--- config.mk ---
export PLATFORM = sky130hd
export DESIGN_NAME = ecc_field_alu
export DESIGN_NICKNAME = d
export VERILOG_FILES = /design/src/rtl/ecc_pkg.sv /design/src/rtl/ecc_mod_addsub.sv /design/src/rtl/ecc_field_alu.sv
export SDC_FILE = /design/constraint.sdc
export NUM_CORES = 2
export LEC_CHECK = 0
export CORE_ASPECT_RATIO = 0.8
export CORE_MARGIN = 1.5
export CORE_UTILIZATION = 35
export CTS_CLUSTER_SIZE = 30
export DETAILED_ROUTE_END_ITERATION = 8
export SYNTH_ARGS = -nofsm -noshare
export SYNTH_HDL_FRONTEND = slang
export SYNTH_SLANG_ARGS = --single-unit
--- constraint.sdc ---
create_clock -name i_clk -period 10.15 [get_ports i_clk]
set_input_delay 2.03 -clock i_clk [delete_from_list [all_inputs] [get_ports i_clk]]
set_output_delay 2.03 -clock i_clk [all_outputs]
set_load 0.05 [all_outputs]
--- src/rtl/ecc_pkg.sv ---
// Shared definitions for the GF(p) field ALU: op codes, FSM states, iteration bound.
package ecc_pkg;

    typedef enum logic [1:0] {
        ECC_OP_ADD = 2'd0,
        ECC_OP_SUB = 2'd1,
        ECC_OP_MUL = 2'd2,
        ECC_OP_INV = 2'd3
    } ecc_op_e;

    typedef enum logic [2:0] {
        ST_IDLE,
        ST_ADDSUB,
        ST_MUL,
        ST_INV,
        ST_DONE
    } ecc_state_e;

    // Binary extended Euclid needs at most ECC_ITER_FACTOR*W steps for a prime modulus.
    localparam int unsigned ECC_ITER_FACTOR = 4;

    function automatic int unsigned ecc_iter_bound(input int unsigned w);
        return ECC_ITER_FACTOR * w;
    endfunction

endpackage

--- src/rtl/ecc_mod_addsub.sv ---
// Combinational modular add/subtract for operands already reduced below p.
module ecc_mod_addsub #(
    parameter int unsigned W = 32
) (
    input  logic [W-1:0] a,
    input  logic [W-1:0] b,
    input  logic [W-1:0] p,
    input  logic         sub,
    output logic [W-1:0] r_c
);

    logic [W:0] sum_c;
    logic [W:0] diff_c;
    logic [W:0] red_c;
    logic [W:0] fix_c;

    // One conditional correction brings the W+1-bit intermediate back into [0, p-1].
    always_comb begin
        sum_c  = {1'b0, a} + {1'b0, b};
        diff_c = {1'b0, a} - {1'b0, b};
        red_c  = sum_c - {1'b0, p};
        fix_c  = diff_c + {1'b0, p};
        if (sub) begin
            r_c = diff_c[W] ? fix_c[W-1:0] : diff_c[W-1:0];
        end else begin
            r_c = (sum_c >= {1'b0, p}) ? red_c[W-1:0] : sum_c[W-1:0];
        end
    end

endmodule

--- src/rtl/ecc_field_alu.sv ---
// Sequential GF(p) ALU: add, sub, interleaved multiply and binary-Euclid inverse.
// Optional operand range check enabled by defining ECC_FALU_RANGE_CHECK_EN.
module ecc_field_alu
    import ecc_pkg::*;
#(
    parameter int unsigned W     = 32,
    parameter int unsigned CNT_W = $clog2(4*W) + 1
) (
    input  logic         i_clk,
    input  logic         i_rst_n,
    input  logic         i_start,
    input  logic [1:0]   i_op,
    input  logic [W-1:0] i_a,
    input  logic [W-1:0] i_b,
    input  logic [W-1:0] i_p,
    output logic [W-1:0] o_result,
    output logic         o_busy,
    output logic         o_done,
    output logic         o_err
);

    localparam logic [CNT_W-1:0] ITER_MAX  = CNT_W'(ecc_iter_bound(W));
    localparam logic [CNT_W-1:0] MUL_STEPS = CNT_W'(W);

    ecc_state_e       state_q;
    logic             sub_q;
    logic             fault_q;
    logic [W-1:0]     a_q, b_q, p_q;
    logic [W-1:0]     u_q, v_q, x1_q, x2_q;
    logic [CNT_W-1:0] cnt_q;

    logic             range_fault_c;
    logic             u_ge_v_c;
    logic [W-1:0]     xl_c, xr_c;
    logic [W-1:0]     addsub_c, dbl_c, acc_c, xsub_c;

    // x/2 mod p for odd p: odd x is made even by adding p first.
    function automatic logic [W-1:0] halve_mod(input logic [W-1:0] x, input logic [W-1:0] m);
        logic [W:0] s;
        s = x[0] ? ({1'b0, x} + {1'b0, m}) : {1'b0, x};
        return s[W:1];
    endfunction

    // Operand range fault, only meaningful when the check is built in.
    always_comb begin
        range_fault_c = 1'b0;
`ifdef ECC_FALU_RANGE_CHECK_EN
        range_fault_c = (i_a >= i_p) || ((i_op != ECC_OP_INV) && (i_b >= i_p)) || !i_p[0];
`endif
    end

    // Subtract step picks which of u/v shrinks and the matching x difference.
    always_comb begin
        u_ge_v_c = (u_q >= v_q);
        xl_c     = u_ge_v_c ? x1_q : x2_q;
        xr_c     = u_ge_v_c ? x2_q : x1_q;
    end

    ecc_mod_addsub #(.W(W)) u_addsub (.a(a_q),  .b(b_q),  .p(p_q), .sub(sub_q), .r_c(addsub_c));
    ecc_mod_addsub #(.W(W)) u_dbl    (.a(x1_q), .b(x1_q), .p(p_q), .sub(1'b0),  .r_c(dbl_c));
    ecc_mod_addsub #(.W(W)) u_acc    (.a(dbl_c), .b(a_q), .p(p_q), .sub(1'b0),  .r_c(acc_c));
    ecc_mod_addsub #(.W(W)) u_xsub   (.a(xl_c), .b(xr_c), .p(p_q), .sub(1'b1),  .r_c(xsub_c));

    // Control FSM and datapath registers; all outputs are registered here.
    always_ff @(posedge i_clk or negedge i_rst_n) begin
        if (!i_rst_n) begin
            state_q  <= ST_IDLE;
            sub_q    <= 1'b0;
            fault_q  <= 1'b0;
            a_q      <= '0;
            b_q      <= '0;
            p_q      <= '0;
            u_q      <= '0;
            v_q      <= '0;
            x1_q     <= '0;
            x2_q     <= '0;
            cnt_q    <= '0;
            o_result <= '0;
            o_busy   <= 1'b0;
            o_done   <= 1'b0;
            o_err    <= 1'b0;
        end else begin
            case (state_q)
                ST_IDLE: begin
                    if (i_start) begin
                        a_q     <= i_a;
                        b_q     <= i_b;
                        p_q     <= i_p;
                        sub_q   <= (i_op == ECC_OP_SUB);
                        fault_q <= range_fault_c;
                        u_q     <= i_a;
                        v_q     <= i_p;
                        x1_q    <= (i_op == ECC_OP_INV) ? W'(1) : '0;
                        x2_q    <= '0;
                        cnt_q   <= '0;
                        o_busy  <= 1'b1;
                        o_err   <= 1'b0;
                        if (range_fault_c || (i_op == ECC_OP_ADD) || (i_op == ECC_OP_SUB)) begin
                            state_q <= ST_ADDSUB;
                        end else if (i_op == ECC_OP_MUL) begin
                            state_q <= ST_MUL;
                        end else begin
                            state_q <= ST_INV;
                        end
                    end
                end
                ST_ADDSUB: begin
                    o_result <= fault_q ? '0 : addsub_c;
                    o_err    <= fault_q;
                    o_busy   <= 1'b0;
                    o_done   <= 1'b1;
                    state_q  <= ST_DONE;
                end
                ST_MUL: begin
                    if (cnt_q == MUL_STEPS) begin
                        o_result <= x1_q;
                        o_busy   <= 1'b0;
                        o_done   <= 1'b1;
                        state_q  <= ST_DONE;
                    end else begin
                        x1_q  <= b_q[W-1] ? acc_c : dbl_c;
                        b_q   <= b_q << 1;
                        cnt_q <= cnt_q + CNT_W'(1);
                    end
                end
                ST_INV: begin
                    if ((cnt_q == '0) && (u_q == '0)) begin
                        o_result <= '0;
                        o_err    <= 1'b1;
                        o_busy   <= 1'b0;
                        o_done   <= 1'b1;
                        state_q  <= ST_DONE;
                    end else if (u_q == W'(1)) begin
                        o_result <= x1_q;
                        o_busy   <= 1'b0;
                        o_done   <= 1'b1;
                        state_q  <= ST_DONE;
                    end else if (v_q == W'(1)) begin
                        o_result <= x2_q;
                        o_busy   <= 1'b0;
                        o_done   <= 1'b1;
                        state_q  <= ST_DONE;
                    end else if (cnt_q > ITER_MAX) begin
                        // Non-prime modulus never converges; give up with an error.
                        o_result <= '0;
                        o_err    <= 1'b1;
                        o_busy   <= 1'b0;
                        o_done   <= 1'b1;
                        state_q  <= ST_DONE;
                    end else begin
                        cnt_q <= cnt_q + CNT_W'(1);
                        if (!u_q[0]) begin
                            u_q  <= u_q >> 1;
                            x1_q <= halve_mod(x1_q, p_q);
                        end else if (!v_q[0]) begin
                            v_q  <= v_q >> 1;
                            x2_q <= halve_mod(x2_q, p_q);
                        end else if (u_ge_v_c) begin
                            u_q  <= u_q - v_q;
                            x1_q <= xsub_c;
                        end else begin
                            v_q  <= v_q - u_q;
                            x2_q <= xsub_c;
                        end
                    end
                end
                ST_DONE: begin
                    o_done  <= 1'b0;
                    state_q <= ST_IDLE;
                end
                default: begin
                    state_q <= ST_IDLE;
                end
            endcase
        end
    end

endmodule

==> results.ini <==
[status]
status=completed

[placed_design]
place_inst=6375
numPortBuffers=135
gp_congestion=1.01
dpl.hpwl_microns=136000
pre_cts_ws_ps=739

[yosys]
netlist-cell-type-count=106
yosys_warnings=0
async_flop_share_pct=100
synth_area_sq_um=37300
ys_ff_latch=271
synth_top_flop_cell=dfrtp_1
post_synth.cell_area_avg_sq_um=7.45
syn_nets=5497
yosys-top-cells-area=dfrtp_1 18%, ha_1 13%, a21oi_1 5.8%
synth_area_leader_cell=dfrtp_1
syn_inst=5001
yosysSeqAreaShare_pct=18.2
yosysTopAreaCellShare_pct=18.2
synth_edf_count=0

[floorplanning]
io_pins=136
core_area_sq_um=105000
die_w_microns=368
start_util_pct=35.5
die_h_microns=295
num_rows=106
dieArea_sq_um=108000

[clock_tree]
cts_tree=yes
h-tree-depth=2
clock_latency_ps=630
cts_buffers=36
clock-sinks=271
post_cts_buffers=0
cts_root_buffer=clkbuf_16
clkSlewWorstSetupHoldPaths_ps=60
cts.path.max_buffers=3

[final_layout]
syn2layout_area_growth_pct=10.9
final_nets=5505
final_cell_count_no_fill=6441
n_fill_cell=11100
regArea_sq_um=6790
final_layout_size_suffix_gt1_share_pct=4.86
multiInputGateArea_sq_um=28500

[routing]
drcViolationCount=0
vias=38800
drt-pass1-iter-count=6
wl_per_cell_microns=26.1
via_per_inst=6.03
drt.antenna.violating_nets=0
totalWireLength_microns=168000
drt-initial-drc-count=4297

[sta]
finalHoldViolations=0
maxSlewViolCount=0
timing.slew.headroom_pct=9.11
layout_setup_ws_ps=532
tns_ps=0
period_share_pct=94.8
fmax_ghz=0.104
setup_viol=0
min_period_ps=9620
tightest_slew_ps=1360
grt_setup_unrepaired=no
skew_ps=49.8

[min_path]
worstHoldPathType=flop to flop

[flow_run]
cap_viol_max_count=0

[critical_path]
required_ps=10600
cpMaxStageDelayCell=ha_1
critical_path_class=flop to flop
startpoint_type=flop
cp_data_arrival_time_ps=10070
worst_path_largest_cell_delay_ps=520
crit_path_end_kind=flop
cp_max_fo=14

[global_route]
overflow=0
grt_pass1_vias=35700
antenna_found_initial=16
grt_max_degree=134
grt_pass1_wl_microns=242000
grt_usage_pct=30.0

-- sequential cells by signal, summed over array words and instances (netlist names) --
| register | cells |
|---|---|
| a_q | 32 |
| b_q | 32 |
| o_result | 32 |
| p_q | 32 |
| u_q | 32 |
| v_q | 32 |
| x1_q | 32 |
| x2_q | 32 |
| cnt_q | 8 |
| state_q | 3 |
| o_busy | 1 |
| o_done | 1 |
| o_err | 1 |
| sub_q | 1 |
-- synth_stat cells (18+ instances only) --
library cell and instances:
a211o_1 23, a211oi_1 63, a21o_1 183, a21oi_1 434, a221o_1 34, a221oi_1 40
a22o_1 23, a22oi_1 33, a311oi_1 24, a31oi_1 90, and2_1 34, and3_1 38
buf_2 18, clkbuf_1 202, dfrtp_1 271, ha_1 383, inv_1 293, maj3_1 50
mux2_2 19, mux2i_1 66, nand2_1 548, nand2b_1 67, nand3_1 85, nand4_1 52
nor2_1 427, nor2b_1 69, nor3_1 85, nor4_1 29, o211ai_1 71, o21a_1 55
o21ai_0 370, o21bai_1 69, o221ai_1 29, o22ai_1 33, o31ai_1 27, xnor2_1 246
xor2_1 128
-- worst max-delay path: cells and delay by family, from the launching register on --
kind | cells | cell delay, ps
AOI/OAI and AO/OA | 23 | 6150
and+or+nand+nor | 4 | 660
muxes | 1 | 420
buffers and inverters | 3 | 490
DFF | 1 | 440
xor gates and xnor gates | 1 | 170
adders and majority gates | 3 | 1100
-- cells in the final DEF, fill, tap and decap left out, types with 69 or more instances in the layout --
| cell | netlist | final |
|---|---|---|
| a21o_1 | 183 | 182 |
| a21oi_1 | 434 | 431 |
| a31oi_1 | 90 | 90 |
| buf_4 | 8 | 76 |
| clkdlybuf4s50_1 | 0 | 134 |
| dfrtp_1 | 271 | 268 |
| ha_1 | 383 | 383 |
| inv_1 | 293 | 293 |
| nand2_1 | 548 | 545 |
| nand3_1 | 85 | 85 |
| nor2_1 | 427 | 425 |
| nor2b_1 | 69 | 69 |
| nor3_1 | 85 | 85 |
| o211ai_1 | 71 | 71 |
| o21ai_0 | 370 | 368 |
| o21bai_1 | 69 | 69 |
| xnor2_1 | 246 | 246 |
| xor2_1 | 128 | 128 |
-- routing by layer --
metal	GRT usage, %	vias up	share of wire [%]
li1	-	18300	-
met1	42.5	18600	46
met2	43.2	1710	40
met3	8.14	275	10
met4	10.3	12	3.8
met5	0	-	0.045
-- kinds of logic (layout without fill, tap and decap cells) --
logic type      Yosys count  count (layout)  synth area share, %
fa+ha+maj               445             445                 14.8
compound gates         1778            1778                 31.7
xor+xnor                375             375                 8.85
flops                   271             271                 18.2
mux                      86              86                 2.41
buf+inv                 539             574                 5.61
other cells               0               1                    0
simple gates           1507            1507                 18.4
-- repair_timing --
| action | CTS | global route |
|---|---|---|
| setup endpoints to repair | 0 | 4 |
| hold buffers | 0 | 0 |
| resized for setup | 0 | 2 |
-- through the flow --
step / utilization, % / hold slack [ps] / area, sq um
finish: 39.3 / 484 / 41300
global route: 39.3 / 519 / 41300
CTS: 39.3 / 493 / 41300
detailed placement: 38.2 / 477 / 40100
global placement: 38.2 / 466 / 40100
floorplan: - / 497 / 37300
-- worst paths after layout --
path	cells after the start	start	slack, ps	endpoint
max	35	p_q[2]	530	x1_q[18]
min	2	o_result[19]	480	o_result[19]
max reg2reg	35	p_q[2]	530	x1_q[18]
min reg2reg	2	o_result[19]	480	o_result[19]
max in group asynchronous	2	i_rst_n	7360	b_q[31]
min in group asynchronous	1	i_rst_n	1390	cnt_q[0]
-- layout make-up --
type | instances | area share [%]
Multi-Input combinational cell | 4191 | 68.9
Sequential cell | 271 | 16.4
Timing Repair Buffer | 213 | 4.76
Tap cell | 1404 | 4.25
Inverter | 296 | 2.69
Clock buffer | 49 | 2.52
Clock inverter | 16 | 0.469
Antenna cell | 1 | 0.00605
Power is not shown: default switching activity piles up to over one toggle a cycle in this logic, so the estimate is an artifact.
